[src/rtl/fetch_unit_pkg.sv]
// Shared types and constants for the instruction-fetch stage and its consumers.
package fetch_unit_pkg;

   localparam int unsigned FETCH_XLEN = 32;

   // Instruction word that replaces a faulting fetch (addi x0, x0, 0).
   localparam logic [FETCH_XLEN-1:0] FETCH_NOP = 32'h0000_0013;

   typedef enum logic [1:0] {
      IDLE,
      REQ,
      WAIT,
      DROP
   } fetch_state_e;

   // One decode-side queue entry; also consumed by the decode stage.
   typedef struct packed {
      logic [FETCH_XLEN-1:0] pc;
      logic [FETCH_XLEN-1:0] instr;
      logic                  fault;
   } fetch_entry_t;

endpackage

[src/rtl/fetch_unit_buf.sv]
// Small synchronous FIFO of fetch entries with a synchronous clear.
// DEPTH must be a power of two so the pointers wrap naturally.
module fetch_buf
   import fetch_unit_pkg::*;
#(
   parameter int unsigned DEPTH = 2
) (
   input  logic                     clk,
   input  logic                     rst_n,
   input  logic                     push,
   input  fetch_entry_t             push_entry,
   input  logic                     pop,
   input  logic                     clear,
   output logic [$clog2(DEPTH):0]   count,
   output fetch_entry_t             head
);

   localparam int unsigned AW = $clog2(DEPTH);
   localparam logic [AW:0] FULL = (AW+1)'(DEPTH);

   fetch_entry_t  mem [DEPTH];
   logic [AW-1:0] wr_ptr;
   logic [AW-1:0] rd_ptr;
   logic          do_push;
   logic          do_pop;

   // Pop on empty is ignored; a push into a full queue only lands if a pop frees a slot.
   assign do_pop  = pop & (count != '0);
   assign do_push = push & ((count < FULL) | do_pop);
   assign head    = mem[rd_ptr];

   // Storage, pointers and occupancy; clear wins over push/pop.
   always_ff @(posedge clk or negedge rst_n) begin
      if (!rst_n) begin
         mem    <= '{default: '0};
         wr_ptr <= '0;
         rd_ptr <= '0;
         count  <= '0;
      end else if (clear) begin
         wr_ptr <= '0;
         rd_ptr <= '0;
         count  <= '0;
      end else begin
         if (do_push) begin
            mem[wr_ptr] <= push_entry;
            wr_ptr      <= wr_ptr + 1'b1;
         end
         if (do_pop) begin
            rd_ptr <= rd_ptr + 1'b1;
         end
         if (do_push && !do_pop) begin
            count <= count + 1'b1;
         end else if (do_pop && !do_push) begin
            count <= count - 1'b1;
         end
      end
   end

endmodule

[src/rtl/fetch_unit.sv]
// Instruction-fetch stage: one outstanding memory request at a time, results
// queued toward decode, in-flight fetches discarded on redirect.
module fetch_unit
   import fetch_unit_pkg::*;
#(
   parameter int unsigned     XLEN      = FETCH_XLEN,
   parameter int unsigned     BUF_DEPTH = 2,
   parameter logic [XLEN-1:0] NOP_INSTR = FETCH_NOP
) (
   input  logic            clk,
   input  logic            rst_n,
   input  logic [XLEN-1:0] pc,
   output logic            pc_en,
   input  logic            flush,
   output logic            imem_req_valid,
   input  logic            imem_req_ready,
   output logic [XLEN-1:0] imem_req_addr,
   input  logic            imem_rsp_valid,
   input  logic [XLEN-1:0] imem_rsp_data,
   input  logic            imem_rsp_err,
   output logic            id_valid,
   input  logic            id_ready,
   output logic [XLEN-1:0] id_pc,
   output logic [XLEN-1:0] id_instr,
   output logic            id_fault
);

   localparam int unsigned CW   = $clog2(BUF_DEPTH) + 1;
   localparam logic [CW-1:0] FULL = CW'(BUF_DEPTH);

   fetch_state_e  state;
   fetch_state_e  state_n;
   logic [XLEN-1:0] pend_pc;
   logic [CW-1:0] buf_count;
   logic [CW-1:0] cnt_after;
   fetch_entry_t  head;
   fetch_entry_t  push_entry;
   logic          push;
   logic          pop;
   logic          misaligned;
   logic          req_hs;

   assign misaligned    = (pc[1:0] != 2'b00);
   assign req_hs        = imem_req_valid & imem_req_ready;
   assign imem_req_addr = pc;

   // A pop coinciding with a flush is ignored; decode flushes its own copy.
   assign pop       = id_ready & id_valid & ~flush;
   assign cnt_after = buf_count + CW'(1) - CW'(pop);

   assign id_valid = (buf_count != '0);
   assign id_pc    = head.pc;
   assign id_instr = head.instr;
   assign id_fault = head.fault;

   // State register.
   always_ff @(posedge clk or negedge rst_n) begin
      if (!rst_n) begin
         state <= IDLE;
      end else begin
         state <= state_n;
      end
   end

   // PC of the request currently in flight.
   always_ff @(posedge clk or negedge rst_n) begin
      if (!rst_n) begin
         pend_pc <= '0;
      end else if (req_hs) begin
         pend_pc <= pc;
      end
   end

   // Next state, request issue, PC advance and queue push; flush has priority.
   always_comb begin
      state_n        = state;
      push           = 1'b0;
      push_entry     = '0;
      imem_req_valid = (state == REQ) & ~flush & ~misaligned;
      pc_en          = flush;
      case (state)
         IDLE: begin
            if (flush || (buf_count < FULL)) begin
               state_n = REQ;
            end
         end
         REQ: begin
            if (flush) begin
               state_n = REQ;
            end else if (misaligned) begin
               push       = 1'b1;
               push_entry = '{pc: pc, instr: NOP_INSTR, fault: 1'b1};
               pc_en      = 1'b1;
               state_n    = (cnt_after < FULL) ? REQ : IDLE;
            end else if (imem_req_ready) begin
               pc_en   = 1'b1;
               state_n = WAIT;
            end
         end
         WAIT: begin
            if (imem_rsp_valid) begin
               if (flush) begin
                  state_n = REQ;
               end else begin
                  push       = 1'b1;
                  push_entry = '{pc:    pend_pc,
                                 instr: imem_rsp_err ? NOP_INSTR : imem_rsp_data,
                                 fault: imem_rsp_err};
                  state_n    = (cnt_after < FULL) ? REQ : IDLE;
               end
            end else if (flush) begin
               state_n = DROP;
            end
         end
         DROP: begin
            // The stale response is the only thing outstanding; once it lands, resume.
            if (imem_rsp_valid) begin
               state_n = REQ;
            end
         end
         default: state_n = IDLE;
      endcase
   end

   fetch_buf #(
      .DEPTH (BUF_DEPTH)
   ) u_buf (
      .clk        (clk),
      .rst_n      (rst_n),
      .push       (push & ~flush),
      .push_entry (push_entry),
      .pop        (pop),
      .clear      (flush),
      .count      (buf_count),
      .head       (head)
   );

endmodule
[config.mk]
export PLATFORM = sky130hd
export DESIGN_NAME = fetch_unit
export DESIGN_NICKNAME = d
export VERILOG_FILES = /design/src/rtl/fetch_unit_pkg.sv /design/src/rtl/fetch_unit_buf.sv /design/src/rtl/fetch_unit.sv
export SDC_FILE = /design/constraint.sdc
export NUM_CORES = 1
export LEC_CHECK = 0
export BUFFER_PORTS_ARGS = -buffer_cell sky130_fd_sc_hd__buf_2
export CAP_MARGIN = 20
export CORE_ASPECT_RATIO = 1.1
export CORE_MARGIN = 10
export CORE_UTILIZATION = 50
export DETAILED_ROUTE_END_ITERATION = 8
export GPL_ROUTABILITY_DRIVEN = 0
export MAX_ROUTING_LAYER = met4
export PLACE_DENSITY = 0.76
export RECOVER_POWER = 100
export SLEW_MARGIN = 10
export SYNTH_ARGS = -nofsm -noshare
export SYNTH_HDL_FRONTEND = slang
export SYNTH_SLANG_ARGS = --single-unit
[constraint.sdc]
create_clock -name clk -period 2.25 [get_ports clk]
set_input_delay 0.45 -clock clk [delete_from_list [all_inputs] [get_ports clk]]
set_output_delay 0.45 -clock clk [all_outputs]
set_load 0.005 [all_outputs]
# == After elaboration in Yosys (flattened, before gate mapping) ==
# Cells that the tools add are included.
# W data, S select, Z words.
# op_classes
addsub,5
magnitude_cmp,5
n_eq_ne,7
n_mux,38
bitwise_logic,13
reduce_logical,14
# ops
op,n
$mux W65,8
$bwmux W130,1
$pmux W65 S2,1
$demux W65 S1,1
$mux W32,1
$mux W2,10
$mux W1,14
$and A1 B1 Y1,8
$pmux W2 S4,1
$reduce_bool A2 Y1,4
$eq A2 B2 Y1 const B,2
$ge A2 B2 Y1 const B,2
$lt A2 B2 Y1 const B,2
$ne A2 B2 Y1 const B,2
$ne A4 B4 Y1 const B,1
$not A1 Y2,2
$reduce_and A4 Y1,1
$logic_and A1 B1 Y1,3
$ne A3 B3 Y1 const B,1
$reduce_bool A3 Y1,1
$add A1 B1 Y1 const B,2
$add A2 B1 Y2 const B,1
$eq A2 B1 Y1 const B,1
$logic_not A1 Y1,2
9 further kinds,10
# word_totals
regBits,168
input_bits,71
word_cells,93

# == Logic depth before layout (Yosys ltp) ==
# depth
word_depth,11
ltp_mapped,9
ltp_nobuf,6

# == Hierarchy ==
# A second synthesis with hierarchy kept.
# hier_totals
cells_unflattened,622
area_unflattened_um2,8584.5
# modules_own_cells
mod,instances,cells_per_inst,area_per_inst_um2,seq_area_each_um2
fetch_buf,1,370,5992.0,3353.2
fetch_unit,1,252,2592.5,850.8

# == Least setup slack after synthesis ==
# OpenSTA, ideal clock, no wires.
# synth_path
path_kind,flip-flop to flip-flop
from,register state[0]
to,register u_buf.mem[114] (netlist name)
t_arrival_ns,2.057
required_ns,2.125
path_slack_ns,0.068
path_stages_with_launch,10
synth_period_minus_slack_ns,2.182
cell_sequence,dfrtp_1 > inv_1 > ha_1 > and4b_1 > buf_4 > o21bai_4 > nand3b_1 > buf_4 > buf_6 > mux2_2
# synth_between
elab_chain_len,5
word_cells_on_any_way,8
cone_classes,eq/ne (2); mux (3); bitwise (2); reduce/logical (1)
# synth_rtl
item,line_no,rtl
start: declaration,fetch_unit.sv:31,fetch_state_e state;
start signal: assignment,fetch_unit.sv:61,state <= state_n;
$eq A2 B2 Y1 or $eq A2 B1 Y1 (tied branches),fetch_unit.sv:81,case (state)
$pmux W1 S2,fetch_unit.sv:81,
$and A1 B1 Y1,fetch_unit.sv:130,".push (push & ~flush),"
$and A1 B1 Y1,fetch_unit_buf.sv:29,assign do_push = push & ((count < FULL) | do_pop);
$reduce_and A2 Y1 (no source line),-,
end signal: indexed assignment,fetch_unit_buf.sv:45,mem[wr_ptr] <= push_entry;
end: declaration,fetch_unit_buf.sv:21,fetch_entry_t mem [DEPTH];
# Several ways; a longest one is shown, not always the timed one.
# A chain may end at the register's enable or synchronous reset.

# == Final worst setup path ==
# layout_path
from,register state[0]
to,register u_buf.mem[99] (netlist name)
# The elaborated chain is that of the path after synthesis.

==> out/qor.txt <==
CP Cell Sequence = inv_2 -> ha_4 -> and4b_2 -> o21bai_4 -> nand3b_1 -> buf_12 -> buf_6 -> mux2_2
CP Launch Point = state[0]$_DFFE_PN0P_
Maximum root-to-sink buffer count = 2
Detailed-route via count = 5292
Post-synth ARST share = 100%
Layout cells sized above 1 = 56.9%
Sequential share of power = 39.7%
Latest clock arrival within the worst-skew pair = 0.43 ns
CP endpoint kind = flop
Outcome = complete, no violations
Post-Syn Area = 8300 um2
Peak VDD IR = 0.641 mV
DR iter-0 viols = 268
CTS Buf Count = 17
Initial antenna violation count = 2
Vias/cell = 5.52
DR WL/cell = 20.8 um
Worst hold margin = 0.283 ns
#FFs+latches synth = 168
Final Max Tran Viols = 0
Total Routing Usage GR = 18.0%
Worst setup path endpoint = u_buf.mem[99]$_DFFE_PN0P_
Worst Skew = 0.00675 ns
Crit share post-route = 99.0%
Pwr dens = 1120 nW/um2
H-Tree Depth = 4
Slowest cell on the critical path = dfrtp_1
Clock Tree Root = clkbuf_16
Worst r2r dst = u_buf.mem[99]$_DFFE_PN0P_
Layout Utilization = 61.2%
TritonCTS clock tree = yes
First-pass GRT wire length = 31.1 mm
Dpl hpwl = 13.3 mm
Final ANT Viol Nets = 0
Worst R2R Setup Slack = 0.02 ns
WS Path Type = flop to flop
CP Max Fanout = 8
Setup-failing EPs final = 0
DIE WIDTH = 143 um
Syn_nets = 663
Post-Place Cell Area = 9250 um2
Worst path buffer plus inverter count = 3
Die H = 155 um
Internal power = 7.93 mW
Leakage Power = 5.11 nW
HP Class = input pin to flop
Req. time, crit path = 2.56 ns
Fin. Hold Viols = 0
Detailed Routing Iterations Pass 1 = 4
Syn Area/Cell = 14.1 um2
Clock network fraction of total power = 28.2%
Die area = 22200 um2
Mapped Cells = 587
Crit-path leading delay family = simple AND/OR/NAND/NOR gates
Synth cell types = 38
Slew HR = 27.5%
R2r startpoint = state[0]$_DFFE_PN0P_
Combinational Power Share = 32.1%
Cells on worst reg2reg path = 8
Sink Count = 168
Post-synth EDFFs = 0
Nets = 816
Design area = 9980 um2
FILL cells = 1278
CP arrival = 2.54 ns
Total power = 11.2 mW
Largest net degree at the start of global routing = 52
Core area = 16300 um2
Area grow syn2layout = 20.2%
Count of input and output buffers = 170
Vias in the first global route = 5995
Rows = 49
DRC Markers = 0
Gr ovfl total = 0
RSZ-0062 raised after global routing = true
Critical path depth = 8
Register area share after synthesis = 50.6%
Number of max-cap violations = 0
Net load switching power = 3.22 mW
Fmax = 449 MHz
Drt total wl = 19.9 mm
Slowest stage delay, CP = 0.41 ns
Min Tclk post-route = 2.23 ns
Worst Tran Pin Value = 1.09 ns
Ys Warns = 0
Clock-pin slew on the worst setup and hold paths = 0.07 ns
Switching share of total power = 28.9%
Top-Level Pins = 171
Most common flop cell mapped by yosys = dfrtp_1
Worst setup SP type = flop
Starting density of the core = 50.9%
Most frequent cells in the layout = mux2_2 (169), dfrtp_1 (166), buf_2 (137), mux2_4 (50), clkbuf_1 (33)
Most common library cell in the layout ignoring fill and taps = mux2_2
-- cells by family after synthesis --
family                     share of synthesized area [%]
DFF                                                 50.6
AOI/OAI and AO/OA                                   5.32
and+or+nand+nor                                     4.23
adders and majority gates                          0.753
xor gates and xnor gates                           0.106
muxes                                               33.0
buffers and inverters                               5.94
-- what timing repair did --
item | in CTS | in global routing
gates resized for setup | 1 | 6
gates cloned | 0 | 5
hold buffers | 1 | 0
endpoints found under the setup margin | 58 | 125
endpoints found under the hold margin | 40 | 0
setup buffers | 0 | 3
pin swaps | 0 | 1
-- registers in the layout, indices dropped and copies added, names as in the netlist --
register / flops
pend_pc: 32
state: 2
u_buf.count: 2
u_buf.mem: 130
u_buf.rd_ptr: 1
u_buf.wr_ptr: 1
-- layer usage --
layer / GRT usage [%] / part of all wire, % / vias to the layer above
met4: 5.11 / 1.5 / 0
li1: - / - / 2368
met2: 29.6 / 49 / 162
met1: 21.3 / 44 / 2732
met3: 4.69 / 5.4 / 30
met5: - / 0 / -
-- synthesized netlist by cell type, drive strengths merged, types with 3 or more instances --
master / count / area [um2]
mux2: 225 / 2720
nand2b: 4 / 25.0
o21ai: 6 / 30.0
ha: 5 / 62.6
inv: 8 / 30.0
nor2: 4 / 15.0
clkbuf: 16 / 60.1
buf: 51 / 403
a21boi: 3 / 22.5
and2: 31 / 194
dfrtp: 168 / 4200
nor2b: 4 / 25.0
a21oi: 3 / 15.0
a22o: 30 / 263
a21o: 3 / 22.5
-- cell type report --
type,instances,area (um2),area share (%)
tap,204,255,2.56
sequential,168,4210,42.1
clock buffer,21,470,4.71
timing repair buffer,201,1210,12.2
clock inverter,10,168,1.68
antenna,2,5.00,0.0501
inverter,8,30.0,0.301
multi-input combinational,344,3630,36.4
-- worst min path at each step --
stage / start / endpoint / slack, ns / cells past startpoint
after global routing: pc[28] / pend_pc[28]$_DFFE_PN0P_ / 0.28 / 2
after CTS: flush / u_buf.rd_ptr$_DFFE_PN0P_ / 0.26 / 2
after global placement: rst_n / u_buf.mem[23]$_DFFE_PN0P_ / 0.39 / 1
after detailed placement: rst_n / u_buf.mem[23]$_DFFE_PN0P_ / 0.40 / 1
final: pc[15] / pend_pc[15]$_DFFE_PN0P_ / 0.28 / 2
after floorplan: rst_n / pend_pc[0]$_DFFE_PN0P_ / 0.15 / 0
-- power groups by stage --
| stage | registers (mW) | logic (mW) | clock network [mW] |
|---|---|---|---|
| 2_1_floorplan | 4.28 | 2.38 | 0 |
| 3_3_place_gp | 4.36 | 3.28 | 0 |
| 3_5_place_dp | 4.45 | 3.41 | 0 |
| 4_1_cts | 4.40 | 3.43 | 3.21 |
| 5_1_grt | 4.51 | 3.86 | 3.33 |
| 6_report | 4.42 | 3.58 | 3.15 |
-- stage by stage --
step	setup TNS (ns)	setup WS, ns	cells
after floorplan	0	0.0685	587
after global placement	-4.40	-0.0835	916
after global routing	-0.700	-0.0374	958
after CTS	0	0.0114	948
after detailed placement	-6.39	-0.152	916
final	0	0.0222	958
Note: power is estimated with default switching activity, not from simulation.
